<file path="config.mk">
export PLATFORM = sky130hd
export DESIGN_NAME = c7bifu_iq_mw
export DESIGN_NICKNAME = d
export VERILOG_FILES = /design/src/rtl/c7bifu_iq_mw.sv
export SDC_FILE = /design/constraint.sdc
export NUM_CORES = 2
export LEC_CHECK = 0
export CAP_MARGIN = 30
export CORE_UTILIZATION = 59
export CTS_CLUSTER_DIAMETER = 40
export DETAILED_ROUTE_END_ITERATION = 6
export PLACE_DENSITY = 0.8
export SLEW_MARGIN = 20
export SYNTH_ARGS = -nofsm -noshare
export SYNTH_HDL_FRONTEND = slang
export SYNTH_SLANG_ARGS = --single-unit
</file>
<file path="constraint.sdc">
create_clock -name clk -period 6.7 [get_ports clk]
set_input_delay 0.67 -clock clk [delete_from_list [all_inputs] [get_ports clk]]
set_output_delay 0.67 -clock clk [all_outputs]
set_load 0.01 [all_outputs]
</file>
<file path="src/rtl/c7bifu_iq_mw.sv">
// c7bifu_iq_mw: multi-word fetch instruction queue with redirect filtering,
// unaligned-start word skipping and a show-ahead multi-lane issue port.
module c7bifu_iq_mw #(
  parameter int unsigned FETCH_WORDS = 2,
  parameter int unsigned DEPTH       = 8,
  parameter int unsigned ISSUE_WIDTH = 2
) (
  input  logic                               clk,
  input  logic                               reset,
  input  logic                               flush,
  input  logic [31:0]                        start_addr,
  input  logic [31:0]                        data_addr,
  input  logic [32*FETCH_WORDS-1:0]          data,
  input  logic                               data_vld,
  output logic                               iq_full,
  output logic [$clog2(DEPTH):0]             free_cnt,
  output logic [ISSUE_WIDTH-1:0]             inst_vld,
  output logic [32*ISSUE_WIDTH-1:0]          inst_addr,
  output logic [32*ISSUE_WIDTH-1:0]          inst,
  input  logic [$clog2(ISSUE_WIDTH+1)-1:0]   inst_acc
);

  localparam int unsigned IdxW = $clog2(DEPTH);
  localparam int unsigned PtrW = IdxW + 1;
  localparam int unsigned SkW  = $clog2(FETCH_WORDS) + 1;
  localparam int unsigned OffW = $clog2(FETCH_WORDS) + 2;
  localparam logic [31:0] OffMask = 32'((1 << OffW) - 1);

  logic [PtrW-1:0] wr_ptr_q, wr_ptr_d;
  logic [PtrW-1:0] rd_ptr_q, rd_ptr_d;
  logic [31:0]     exp_addr_q, exp_addr_d;
  logic [SkW-1:0]  skip_q, skip_d;
  logic [31:0]     mem_q [DEPTH];
  logic [31:0]     mem_d [DEPTH];
  logic [31:0]     addr_q [DEPTH];
  logic [31:0]     addr_d [DEPTH];

  logic [PtrW-1:0] count;
  logic [PtrW-1:0] nvld;
  logic            accept;
  logic [IdxW-1:0] widx;

  // Occupancy and flow control come from registered pointers only.
  assign count    = wr_ptr_q - rd_ptr_q;
  assign free_cnt = PtrW'(DEPTH) - count;
  assign iq_full  = free_cnt < PtrW'(FETCH_WORDS);
  assign accept   = data_vld && !iq_full && !flush;
  assign nvld     = (count > PtrW'(ISSUE_WIDTH)) ? PtrW'(ISSUE_WIDTH) : count;

  // Next state: flush redirect, consumption, and filtered beat write.
  always_comb begin
    wr_ptr_d   = wr_ptr_q;
    rd_ptr_d   = rd_ptr_q;
    exp_addr_d = exp_addr_q;
    skip_d     = skip_q;
    mem_d      = mem_q;
    addr_d     = addr_q;
    widx       = '0;
    if (flush) begin
      wr_ptr_d   = '0;
      rd_ptr_d   = '0;
      exp_addr_d = start_addr & ~OffMask;
      skip_d     = SkW'((start_addr >> 2) & 32'(FETCH_WORDS - 1));
    end else begin
      rd_ptr_d = rd_ptr_q + PtrW'(inst_acc);
      // Beats not at the expected address are leftovers from before a redirect.
      if (accept && (data_addr == exp_addr_q)) begin
        for (int unsigned k = 0; k < FETCH_WORDS; k++) begin
          if (SkW'(k) >= skip_q) begin
            widx         = IdxW'(wr_ptr_q + PtrW'(k) - PtrW'(skip_q));
            mem_d[widx]  = data[32*k +: 32];
            addr_d[widx] = data_addr + 32'(4 * k);
          end
        end
        wr_ptr_d   = wr_ptr_q + PtrW'(FETCH_WORDS) - PtrW'(skip_q);
        exp_addr_d = exp_addr_q + 32'(4 * FETCH_WORDS);
        skip_d     = '0;
      end
    end
  end

  // State registers with synchronous reset.
  always_ff @(posedge clk) begin
    if (reset) begin
      wr_ptr_q   <= '0;
      rd_ptr_q   <= '0;
      exp_addr_q <= '0;
      skip_q     <= '0;
      mem_q      <= '{default: '0};
      addr_q     <= '{default: '0};
    end else begin
      wr_ptr_q   <= wr_ptr_d;
      rd_ptr_q   <= rd_ptr_d;
      exp_addr_q <= exp_addr_d;
      skip_q     <= skip_d;
      mem_q      <= mem_d;
      addr_q     <= addr_d;
    end
  end

  // Decode may only consume lanes that are currently shown as valid.
  always_ff @(posedge clk) begin
    if (!reset && !flush) begin
      assert (PtrW'(inst_acc) <= nvld);
    end
  end

  // Show-ahead lanes read straight from the head of the queue.
  for (genvar j = 0; j < ISSUE_WIDTH; j++) begin : g_lane
    logic [IdxW-1:0] lidx;
    assign lidx                 = IdxW'(rd_ptr_q + PtrW'(j));
    assign inst_vld[j]          = count > PtrW'(j);
    assign inst[32*j +: 32]      = mem_q[lidx];
    assign inst_addr[32*j +: 32] = addr_q[lidx];
  end

endmodule

</file>
Word-level counts from Yosys, hierarchy flattened
Cells that the tools add are included.

Reductions and logical operators: 10. Equal/unequal tests: 1. $lt $le $gt $ge: 11. Multiplexer cells: 32. Bitwise operators: 5. Add/sub/neg operators: 11.

Operators by type and width (number): $mux 256 (8); $bwmux 256 (4); $bmux 32 s3 (4); $mux 32 (12); $demux 32 s3 (2); $add 32x3->32 const B (1); $add 32x4->32 const B (1); $eq 32x32->1 (1); $ge 4x4->1 const B (4); $not 3->4 (4); $gt 4x1->1 const B (2); $lt 4x1->1 const B (2); $add 3x1->3 const B (2); $sub 3x1->3 (2); $logic_and 1x1->1 (5); $add 4x2->4 (1); $add 4x2->4 const B (1); $lt 4x2->1 const B (1); $sub 4x1->4 (1); $sub 4x4->4 (1); $sub 4x4->4 const A (1); $ge 1x1->1 const A (2); $logic_not 1->1 (2); $mux 1 (2); other kinds (4) (4).

Register bits: 553. Word-level logic and storage cells: 91. Output and inout port bits: 135. Input bits: 134.

Depth between registers and ports, before layout
Depth in word-level cells: 12. Depth in mapped cells: 14. Depth with buffers taken out: 10.

Least setup slack after synthesis
Ideal clock, no wire load.

Kind: reg2reg. From: register rd_ptr_q[1]. To: register exp_addr_q[5]. Cell stages (with the launch flop): 14. Buffers on the path: 4. Data required time: 6.568 ns. Setup time: 0.132 ns. Arrival time: 3.427 ns. Slack: 3.141 ns. Period minus slack after synthesis: 3.559 ns. Path through: dfxtp_1 clkbuf_1 clkbuf_1 inv_1 ha_1 a21oi_1 nand3_1 a2111o_1 o21ai_2 buf_2 nor2_1 clkbuf_1 a32oi_1 a21oi_1.

Word-level cells in the longest chain between the ends: 8.

Ends and longest elaborated chain: start, declared (line 30) `logic [PtrW-1:0] rd_ptr_q, rd_ptr_d;`; start signal, assigned (line 93) `rd_ptr_q <= rd_ptr_d;`; $sub 4x4->4 (line 44) `assign count = wr_ptr_q - rd_ptr_q;`; $sub 4x4->4 (line 45) `assign free_cnt = PtrW'(DEPTH) - count;`; $lt 4x2->1 (line 46) `assign iq_full = free_cnt < PtrW'(FETCH_WORDS);`; net iq_full (line 15) `output logic iq_full,`; $logic_not 1->1 (line 47) `assign accept = data_vld && !iq_full && !flush;`; $logic_and 1x1->1 (2 in series) (line 47); $logic_and 1x1->1 (line 67) `if (accept && (data_addr == exp_addr_q)) begin`; $reduce_bool 2->1 (no line); end signal, assigned (line 94) `exp_addr_q <= exp_addr_d;`; end, declared (line 31) `logic [31:0] exp_addr_q, exp_addr_d;`.

The timed path passes the listed nets, and every way through them passes these cells. A chain may end at the register's enable or synchronous reset.

Worst setup path after layout
From: register rd_ptr_q[0]. To: output inst[49].

Word-level cells in the longest chain between the ends: 5.

Ends and longest elaborated chain: $add 3x1->3 (line 111) `assign lidx = IdxW'(rd_ptr_q + PtrW'(j));`; $not 3->4 (implied by the code) (line 113) `assign inst[32*j +: 32] = mem_q[lidx];`; $bmux 32 s3 (line 113); $mux 32 (implied by the code) (2 in series) (line 113); end, declared (line 19) `output logic [32*ISSUE_WIDTH-1:0] inst,`.

No other way between the ends. The select of a mux whose other input is x is not followed.

==> qor.log <==
qor: status.run_status complete, but fails checks
qor: clock_tree.hold_buffers 0
qor: finish.post_route_cells_drive_above_1_share 14.6%
qor: global_route.grt_antenna_before_repair 10
qor: place.place_worst_setup_slack 1740 ps
qor: finish.finalNetCount 4235
qor: floorplanning.core-area 57800 um^2
qor: detailed_routing.drt_via_density 6.94
qor: worst_setup_path.timing.critical_path.slowest_cell_delay 780 ps
qor: worst_setup_path.reg2reg_depth 11
qor: yosys.synth_area 34500 um^2
qor: sta.max_slew_violation_count 0
qor: yosys.synth_fp_nets 4277
qor: sta.timing.final.crit_share 71.4%
qor: clock_tree.cts_inserted_buffers 88
qor: place.detailedPlacementHpwl 67300 um
qor: power.vdd.ir_drop.worst 203 uV
qor: detailed_routing.remaining_drc_errors 7
qor: power.clock_power_share 53.3%
qor: sta.relSlewSlack 18.8%
qor: detailed_routing.drtAntennaViolNets 0
qor: worst_setup_path.critical_path.cell_chain ha_4 > xor2_4 > buf_4 > mux2_2 > clkdlybuf4s50_1
qor: worst_setup_path.crit_fanout 33
qor: yosys.yosysWarningCount 0
qor: clock_tree.cts_tree done
qor: global_route.grt-ovfl-total 0
qor: clock_tree.worstSkewPairLatency 640 ps
qor: worst_setup_path.critical_path.reg2reg.startpoint rd_ptr_q[0]
qor: sta.setup_total_negative_slack 0 ps
qor: clock_tree.clk_root_buffer_cell sky130_fd_sc_hd__clkbuf_16
qor: yosys.synth-seq-area-share 31.9%
qor: sta.setup_viol 0
qor: yosys.ys_ff_latch 550
qor: power.netSwitchingFraction 26.3%
qor: power.total_switching_power 2.34 mW
qor: worst_setup_path.regToRegEndpoint addr_q[115]
qor: worst_hold_path.holdCritPathClass reg2reg
qor: clock_tree.cts.sinks 550
qor: status.violations DRC
qor: power.leakagePower 13.2 nW
qor: floorplanning.design.die.area 59500 um^2
qor: clock_tree.clockBufferDepth 3
qor: power.internal_power 6.54 mW
qor: detailed_routing.avgRoutedWirePerCell 25.4 um
qor: worst_hold_path.worst_hold_path.endpoint mem_q[44]
qor: finish.fin_util 69.6%
qor: global_route.maximum_number_of_pins_on_one_net_before_global_route_repair 218
qor: yosys.syn_inst_count 4125
qor: worst_setup_path.cp_data_required_time 6030 ps
qor: sta.finalWorstPathRequiredPeriod 4790 ps
qor: detailed_routing.totalWireLength 125000 um
qor: power.power_frac_seq 37.4%
qor: floorplanning.io_pins 269
qor: sta.fmax 209 MHz
qor: worst_setup_path.cp_data_arrival_time 4120 ps
qor: power.power.density_cell_area 221 nW/um^2
qor: floorplanning.die_x 244 um
qor: clock_tree.htree_num_levels 3
qor: sta.final_hold_violation_count 0
qor: worst_setup_path.regToRegSetupSlack 2350 ps
qor: detailed_routing.detailedRoute.firstPassIterationCount 7
qor: floorplanning.fp.dieH 244 um
qor: power.comb_power_share 9.3%
qor: sta.postLayoutSetupSlackWorst 1910 ps
qor: detailed_routing.vias 34152
qor: clock_tree.post_cts_buffers 0
qor: yosys.netlist-cell-type-count 62
qor: worst_hold_path.min_delay_src mem_q[44]
qor: yosys.synth_async_sr_flop_share 0%
qor: sta.fin_skew 31.1 ps
qor: finish.area_delta_synth_final 16.5%
qor: place.routabilityCongestion 0.886
qor: worst_setup_path.worst-setup-path-type reg2out
qor: floorplanning.fp-row-count 88
qor: detailed_routing.dr.first_iter.drc_count 5292
qor: global_route.grt_first_pass_wirelength 189000 um
qor: run.maxCapViolations 0
qor: yosys.yosys_most_used_dff sky130_fd_sc_hd__dfxtp_1
qor: clock_tree.cts-resized-gates 0
qor: floorplanning.initial_core_util 59.7%
qor: yosys.synth.avg_cell_area 8.37 um^2
qor: place.io_buffer_count 266
qor: worst_setup_path.critical_path.startpoint_type flip-flop
qor: worst_hold_path.min_path_cells 2
qor: sta.final.hold.worst_slack 462 ps
qor: sta.grt_setup_unrepaired no
qor: global_route.number_of_global_route_vias_before_repair 32199
qor: worst_setup_path.crit_path_top_delay_cell sky130_fd_sc_hd__dfxtp_4
qor: yosys.synth_enable_flop_cells 0
qor: clock_tree.clk_transition_reported_paths 60 ps
qor: global_route.grt.total_usage 41.1%
qor: worst_setup_path.cp-end-kind primary output
qor: sta.timing_worst_slew_pin_value 1220 ps
==> how the worst max path moves through the flow <==
| stage | startpoint | end | slack (ps) | cells after the start |
|---|---|---|---|---|
| 3_3_place_gp | data_addr[2] | addr_q[224] | 1730 | 8 |
| 5_1_grt | rd_ptr_q[0] | inst[49] | 1850 | 5 |
| 6_report | rd_ptr_q[0] | inst[49] | 1910 | 5 |
| 2_1_floorplan | rd_ptr_q[1] | exp_addr_q[5] | 3140 | 13 |
| 3_5_place_dp | data_addr[3] | addr_q[214] | 1740 | 9 |
| 4_1_cts | rd_ptr_q[1] | inst_addr[2] | 1820 | 6 |
==> layer usage <==
| layer | track usage, % | part of all wire, % |
|---|---|---|
| met4 | 22.8 | 5.6 |
| met3 | 10.4 | 15 |
| met2 | 61.0 | 44 |
| met1 | 54.5 | 36 |
| met5 | 0 | 0.023 |
==> sequential cells by signal (all words and copies together), names as in the netlist <==
| signal | flops |
|---|---|
| addr_q | 256 |
| exp_addr_q | 29 |
| mem_q | 256 |
| rd_ptr_q | 4 |
| skip_q | 1 |
| wr_ptr_q | 4 |
==> per-stage QoR <==
stage               power, mW  area [um^2]  std cells
detailed placement       4.17        37100       4753
floorplan                3.90        34500       4125
global route             9.06        40200       4923
global placement         4.17        37000       4749
finish                   8.87        40200       4923
CTS                      8.83        40100       4911
==> placed cells by master (no fill, tap or decap), types with 12 or more instances in the layout <==
master	synthesis	final
sky130_fd_sc_hd__xnor2_1	96	96
sky130_fd_sc_hd__a211oi_1	159	159
sky130_fd_sc_hd__nand2_1	970	970
sky130_fd_sc_hd__clkinvlp_4	0	13
sky130_fd_sc_hd__a22oi_1	27	27
sky130_fd_sc_hd__clkdlybuf4s50_1	0	265
sky130_fd_sc_hd__nor3_1	24	18
sky130_fd_sc_hd__nand3_1	79	78
sky130_fd_sc_hd__buf_12	0	12
sky130_fd_sc_hd__xor2_1	41	40
sky130_fd_sc_hd__nand4_1	21	21
sky130_fd_sc_hd__and3_1	32	32
sky130_fd_sc_hd__a22o_1	264	264
sky130_fd_sc_hd__inv_1	18	17
sky130_fd_sc_hd__a31oi_1	31	31
sky130_fd_sc_hd__nor2_1	314	306
sky130_fd_sc_hd__a21oi_1	400	400
sky130_fd_sc_hd__o22ai_1	36	36
sky130_fd_sc_hd__o31ai_1	40	40
sky130_fd_sc_hd__o21ai_0	89	89
sky130_fd_sc_hd__mux4_2	256	256
sky130_fd_sc_hd__ha_1	16	15
sky130_fd_sc_hd__buf_4	4	63
sky130_fd_sc_hd__clkbuf_16	0	89
sky130_fd_sc_hd__mux2_2	64	64
sky130_fd_sc_hd__inv_6	0	13
sky130_fd_sc_hd__dfxtp_1	550	547
==> area by class of cell <==
type                    instances  area (um^2)
fillers                      4389        17600
repair buffers                344         3420
clock buffers                 102         2370
well taps                     765          957
clock inverters                56          689
inverters                      18         68.8
flip-flops and latches        550        11000
diodes                          7         17.5
multi-input cells            3081        21700
==> power groups by stage <==
stage	clock network [mW]	logic, mW	registers, mW
5_1_grt	4.89	0.855	3.32
3_5_place_dp	0	0.790	3.38
2_1_floorplan	0	0.538	3.36
4_1_cts	4.72	0.794	3.31
6_report	4.73	0.827	3.32
3_3_place_gp	0	0.783	3.38
==> synthesized netlist by cell type, drive strengths merged, types with 3 or more instances <==
library cell / n / area share, %
nand3b: 10 / 0.22
a31oi: 31 / 0.56
o21a: 3 / 0.065
nand3: 79 / 1.1
or3: 6 / 0.11
xor2: 41 / 1.0
a211oi: 160 / 3.5
xnor2: 96 / 2.4
dfxtp: 550 / 32
o21ai: 90 / 1.3
a22o: 264 / 6.7
and3: 32 / 0.58
o22ai: 36 / 0.65
mux2: 64 / 2.1
or4: 4 / 0.11
nor3: 32 / 0.72
nor4b: 3 / 0.094
nand2b: 8 / 0.14
nand2: 970 / 11
a31o: 7 / 0.18
mux4: 256 / 17
nor2b: 3 / 0.054
o31ai: 40 / 0.87
ha: 16 / 0.58
inv: 18 / 0.20
nand4: 22 / 0.44
nor2: 315 / 3.4
clkbuf: 309 / 3.4
and2: 6 / 0.11
nor4: 13 / 0.37
o211ai: 9 / 0.20
buf: 167 / 2.1
and4: 7 / 0.18
mux2i: 8 / 0.23
or2: 4 / 0.073
a32oi: 4 / 0.10
a22oi: 27 / 0.59
a21oi: 400 / 5.8
==> cell families (layout without fill, tap and decap cells) <==
logic type,count (synthesis),count (layout),synth area share [%]
other,0,7,0
AND/OR/NAND/NOR,1515,1515,18.4
flip-flops,550,550,31.9
multiplexers,328,328,19.0
adder cells (fa/ha/maj),18,18,0.696
AO/OA/AOI/OAI,1083,1083,20.8
XOR/XNOR,137,137,3.48
buffers and inverters,494,520,5.70
==> critical path, delay by kind of cell, from the launching register on <==
kind                     cells  cell delay, ps
flip-flops                   1             780
multiplexers                 1             440
adder cells (fa/ha/maj)      1             250
buffers and inverters        2            1220
XOR/XNOR                     1             760
No activity file was read; power rests on OpenSTA's default activity.
